--- src/rtl/seg7_pkg.sv ---
// Shared constants for the 7-segment scan driver: digit count and the
// active-low hex segment table (bit0 = a ... bit6 = g).
package seg7_pkg;

    localparam int SEG7_DIGITS = 8;

    localparam logic [6:0] SEG7_OFF = 7'h7F;

    localparam logic [6:0] SEG7_HEX [16] = '{
        7'b1000000, 7'b1111001, 7'b0100100, 7'b0110000,
        7'b0011001, 7'b0010010, 7'b0000010, 7'b1111000,
        7'b0000000, 7'b0010000, 7'b0001000, 7'b0000011,
        7'b1000110, 7'b0100001, 7'b0000110, 7'b0001110
    };

endpackage

--- src/rtl/hex_to_seg7.sv ---
// Combinational nibble-to-segment decoder, active-low outputs.
module hex_to_seg7
    import seg7_pkg::*;
(
    input  logic [3:0] nibble,
    output logic [6:0] seg
);

    assign seg = SEG7_HEX[nibble];

endmodule

--- src/rtl/seg7_scan_driver.sv ---
// Multiplexed 8-digit common-anode hex display driver with frame-aligned shadow capture.
// Optional build macro SEG7_LEADING_ZERO_BLANK_EN turns off anodes of leading-zero digits.
module seg7_scan_driver
    import seg7_pkg::*;
#(
    parameter int DIV       = 100000,
    parameter int BLANK_CYC = 16
) (
    input  logic        clk_i,
    input  logic        rst_i,
    input  logic [31:0] data_i,
    input  logic [7:0]  dp_i,
    input  logic        freeze_i,
    output logic [7:0]  an_o,
    output logic [6:0]  seg_o,
    output logic        dp_o
);

    localparam int CNT_W = (DIV > 1) ? $clog2(DIV) : 1;
    localparam logic [CNT_W-1:0] CNT_MAX   = CNT_W'(DIV - 1);
    localparam logic [CNT_W-1:0] BLANK_LIM = CNT_W'(BLANK_CYC);

    logic [CNT_W-1:0] cnt;
    logic [2:0]       idx;
    logic [31:0]      shadow;
    logic [7:0]       dp_sh;

    logic       tick;
    logic       frame_end;
    logic       blank;
    logic       hide_digit;
    logic [3:0] nibble;
    logic [6:0] seg_dec;

    assign tick      = (cnt == CNT_MAX);
    assign frame_end = tick && (idx == 3'(SEG7_DIGITS - 1));
    assign blank     = (cnt < BLANK_LIM);
    assign nibble    = shadow[{idx, 2'b00} +: 4];

`ifdef SEG7_LEADING_ZERO_BLANK_EN
    // Digit k is a leading zero when every nibble from k upward is zero.
    assign hide_digit = (idx != 3'd0) && ((shadow >> {idx, 2'b00}) == 32'd0);
`else
    assign hide_digit = 1'b0;
`endif

    hex_to_seg7 u_dec (
        .nibble (nibble),
        .seg    (seg_dec)
    );

    always_ff @(posedge clk_i) begin
        if (rst_i) begin
            cnt    <= '0;
            idx    <= '0;
            shadow <= '0;
            dp_sh  <= '0;
            an_o   <= 8'hFF;
            seg_o  <= SEG7_OFF;
            dp_o   <= 1'b1;
        end else begin
            cnt <= tick ? '0 : cnt + 1'b1;
            if (tick) begin
                idx <= idx + 3'd1;
            end
            // Shadow reloads on the same edge that idx wraps to 0, so a frame never tears.
            if (frame_end && !freeze_i) begin
                shadow <= data_i;
                dp_sh  <= dp_i;
            end
            // Output stage: one cycle behind cnt/idx.
            an_o  <= (blank || hide_digit) ? 8'hFF : ~(8'b1 << idx);
            seg_o <= seg_dec;
            dp_o  <= blank ? 1'b1 : ~dp_sh[idx];
        end
    end

endmodule

--- config.mk ---
export PLATFORM = sky130hd
export DESIGN_NAME = seg7_scan_driver
export DESIGN_NICKNAME = d
export VERILOG_FILES = /design/src/rtl/seg7_pkg.sv /design/src/rtl/hex_to_seg7.sv /design/src/rtl/seg7_scan_driver.sv
export SDC_FILE = /design/constraint.sdc
export NUM_CORES = 1
export LEC_CHECK = 0
export ABC_AREA = 1
export CAP_MARGIN = 20
export CORE_UTILIZATION = 50
export CTS_BUF_LIST = sky130_fd_sc_hd__clkbuf_2 sky130_fd_sc_hd__clkbuf_4 sky130_fd_sc_hd__clkbuf_8
export DETAILED_ROUTE_END_ITERATION = 8
export PLACE_DENSITY = 0.83
export SETUP_SLACK_MARGIN = 0.02
export SLEW_MARGIN = 5
export SYNTH_ARGS = -nofsm -noshare
export SYNTH_HDL_FRONTEND = slang
export SYNTH_SLANG_ARGS = --single-unit
export TNS_END_PERCENT = 5
--- constraint.sdc ---
create_clock -name clk_i -period 2.2 [get_ports clk_i]
set_input_delay 0.22 -clock clk_i [delete_from_list [all_inputs] [get_ports clk_i]]
set_output_delay 0.22 -clock clk_i [all_outputs]
set_load 0.01 [all_outputs]
==> metrics.cfg <==
[status]
status=complete, no violations

[cells_and_area]
fin_area_sq_um=4600
final_common_cell=nand2_1
syn2layout_area_growth_pct=23.0
nNetsFinal=678
antennaDiodeCount=0
mostFrequentLayoutCells=nand2_1, nor2_1, dfxtp_1
drive_above_1_share_pct=5.58

[grt]
globalRouteMet3Util_pct=5.78
grtUsageTotal_pct=23.3
antenna_found_initial=0
busiest_layer=met2
grt_overflow=0
met1_usage_pct=29.8
met2_usage_pct=38.3
grt_max_degree=41
grt_first_pass_wirelength_mm=14.2
grt_pass1_vias=3237

[worst_hold_path]
worstHoldPathType=in2reg
holdPathStages=3
hp-start=data_i[26]
holdPathEnd=shadow[26]

[floorplan]
start_util_pct=51.6
rows=31
dieArea_sq_um=7830
ios=59
coreArea_sq_um=7250
die_w_microns=88.5
die_h_microns=88.5

[place]
hpwl_mm=6.06
place_congestion=0.889
dpl_cell_area_sq_um=4370
numPortBuffers=58

[routing]
drt-total-wl_mm=8.48
dr.first_iter.drc_count=182
drtAntennaViolNets=0
post-route-drc-count=0
drt-vias-per-instance=4.97
drtPass1Iterations=5
vias=3607
wl_per_cell_microns=11.7

[cts]
cts_tree=done
ctsResizeCount=0
cts-htree-levels=3
path_clk_slew_ns=0.08
postCtsSetupBuffers=0
hold_buffers=0
clock_latency_ns=0.36
clock-sinks=76
cts.path.max_buffers=2
cts-root-buf=clkbuf_8
cts_made_buffers=9

[timing]
tightest_slew_ns=0.425
setup_viol_count_final=0
relSlewSlack_pct=71.7
report.final.slew_viol_count=0
hold_viol=0
clock.fmax_ghz=0.509
finalCritPeriodShare_pct=89.2
period_minus_slack_ns=1.96
tns_ns=0
finClkSkew_ns=0.00952
rsz0062_at_grt=no

[setup_path]
arrival_ns=2.21
ff2ff_path_depth=8
critPathMaxFanout=12
r2r_slack_ns=0.24
setup.worst_path.end_class=flip-flop
critPathKind=reg2reg
r2r-start=idx[2]
cp.required_ns=2.44
r2r_end=seg_o[0]
start_kind=flip-flop

[logic_synthesis]
syn_inst=568
synth_top_area_cell=dfxtp_1
syn_area_per_cell_sq_um=6.59
synth_xor_area_share_pct=0.936
syn_area_sq_um=3740
yosys_register_bits=76
synth_compound_area_share_pct=3.64
syn_nets=623
synthDominantCellAreaShare_pct=40.7
synthMuxAreaShare_pct=0
synth_area_leaders=dfxtp_1, nand2_1, nor2_1
synth_top_family_by_area=simple AND/OR/NAND/NOR gates
ys_types=28
synth_warnings=0
synth-adder-area-share_pct=4.01
synth-seq-area-share_pct=40.7
synth_simple_gate_area_share_pct=40.6

[pwr]
power_density_nw_per_um2=604
peakVddDrop_uv=319
cellLeakagePower_nw=2.22

[run]
maxCapViolCount=0

==> power by group <==
| part | leakage (nW) | switching [mW] | total (mW) | internal (mW) |
|---|---|---|---|---|
| Clock | 0.112 | 0.518 | 1.27 | 0.748 |
| Combinational | 1.49 | 0.0435 | 0.127 | 0.0832 |
| Sequential | 0.615 | 0.00411 | 1.39 | 1.38 |
==> flip-flops by register name (all words and copies together) (netlist names) <==
| register | count |
|---|---|
| dp_o | 1 |
| an_o | 8 |
| cnt | 17 |
| shadow | 32 |
| idx | 3 |
| dp_sh | 8 |
| seg_o | 7 |
==> logic make-up after synthesis <==
| group | Yosys count |
|---|---|
| simple gates | 363 |
| buf+inv | 87 |
| flops | 76 |
| compound gates | 26 |
| fa+ha+maj | 12 |
| xor+xnor | 4 |
==> metrics by stage <==
stage | instances | total power [mW] | utilization, % | worst slack [ns] | hold WS [ns]
2_1_floorplan | 568 | 1.45 | - | 0.599 | 0.292
3_3_place_gp | 711 | 1.55 | 60.2 | 0.337 | 0.428
3_5_place_dp | 711 | 1.55 | 60.2 | 0.293 | 0.448
4_1_cts | 726 | 2.80 | 63.5 | 0.266 | 0.435
5_1_grt | 726 | 2.87 | 63.5 | 0.0455 | 0.443
6_report | 726 | 2.78 | 63.5 | 0.237 | 0.442
==> cell usage after synthesis <==
master and n:
nand2_1 179, nand3_1 50, buf_4 2, nand3b_1 1
or2_2 1, nand4_4 1, ha_1 12, nor3b_1 1
clkbuf_1 2, xnor2_1 1, nand2_2 3, inv_1 62
a21oi_1 17, o21ai_0 7, buf_2 13, inv_2 3
nand4_1 8, nor2_1 106, clkinv_1 1, dfxtp_1 76
nor2_2 1, nor3_4 1, xor2_1 3, nor3_1 9
buf_6 4, o21ai_2 1, nand3_2 2, a22oi_1 1
==> critical path, cell delays in order (launching register included) <==
cell and delay (ns):
dfxtp_1 0.55, inv_1 0.30, nand3_1 0.17, nand2_1 0.17, ha_1 0.30, inv_1 0.11, nand3_1 0.08, nand3_1 0.08
nand3_1 0.07
==> area by class of cell <==
type                       instances  area (sq um)
fill                             664          2650
multi-input combinational        405          1840
sequential                        76          1520
timing repair buffer              65           633
inverter                          66           248
clock buffer                       9           124
tap                               99           124
clock inverter                     6           114
==> worst max-delay path by stage <==
stage | startpoint | end | slack [ns] | cells past startpoint
5_1_grt | idx[1] | seg_o[5] | 0.05 | 10
3_5_place_dp | idx[1] | seg_o[3] | 0.29 | 10
6_report | idx[2] | seg_o[0] | 0.24 | 8
4_1_cts | idx[1] | seg_o[5] | 0.27 | 10
2_1_floorplan | idx[0] | seg_o[5] | 0.60 | 11
3_3_place_gp | idx[2] | seg_o[0] | 0.34 | 8
==> layer usage <==
metal  part of all wire, %  wire [microns]
met1                    46            3870
met2                    46            3900
met3                   6.0             510
met4                   2.3             193
met5                     0               0
Power figures use the tool's default switching activity.
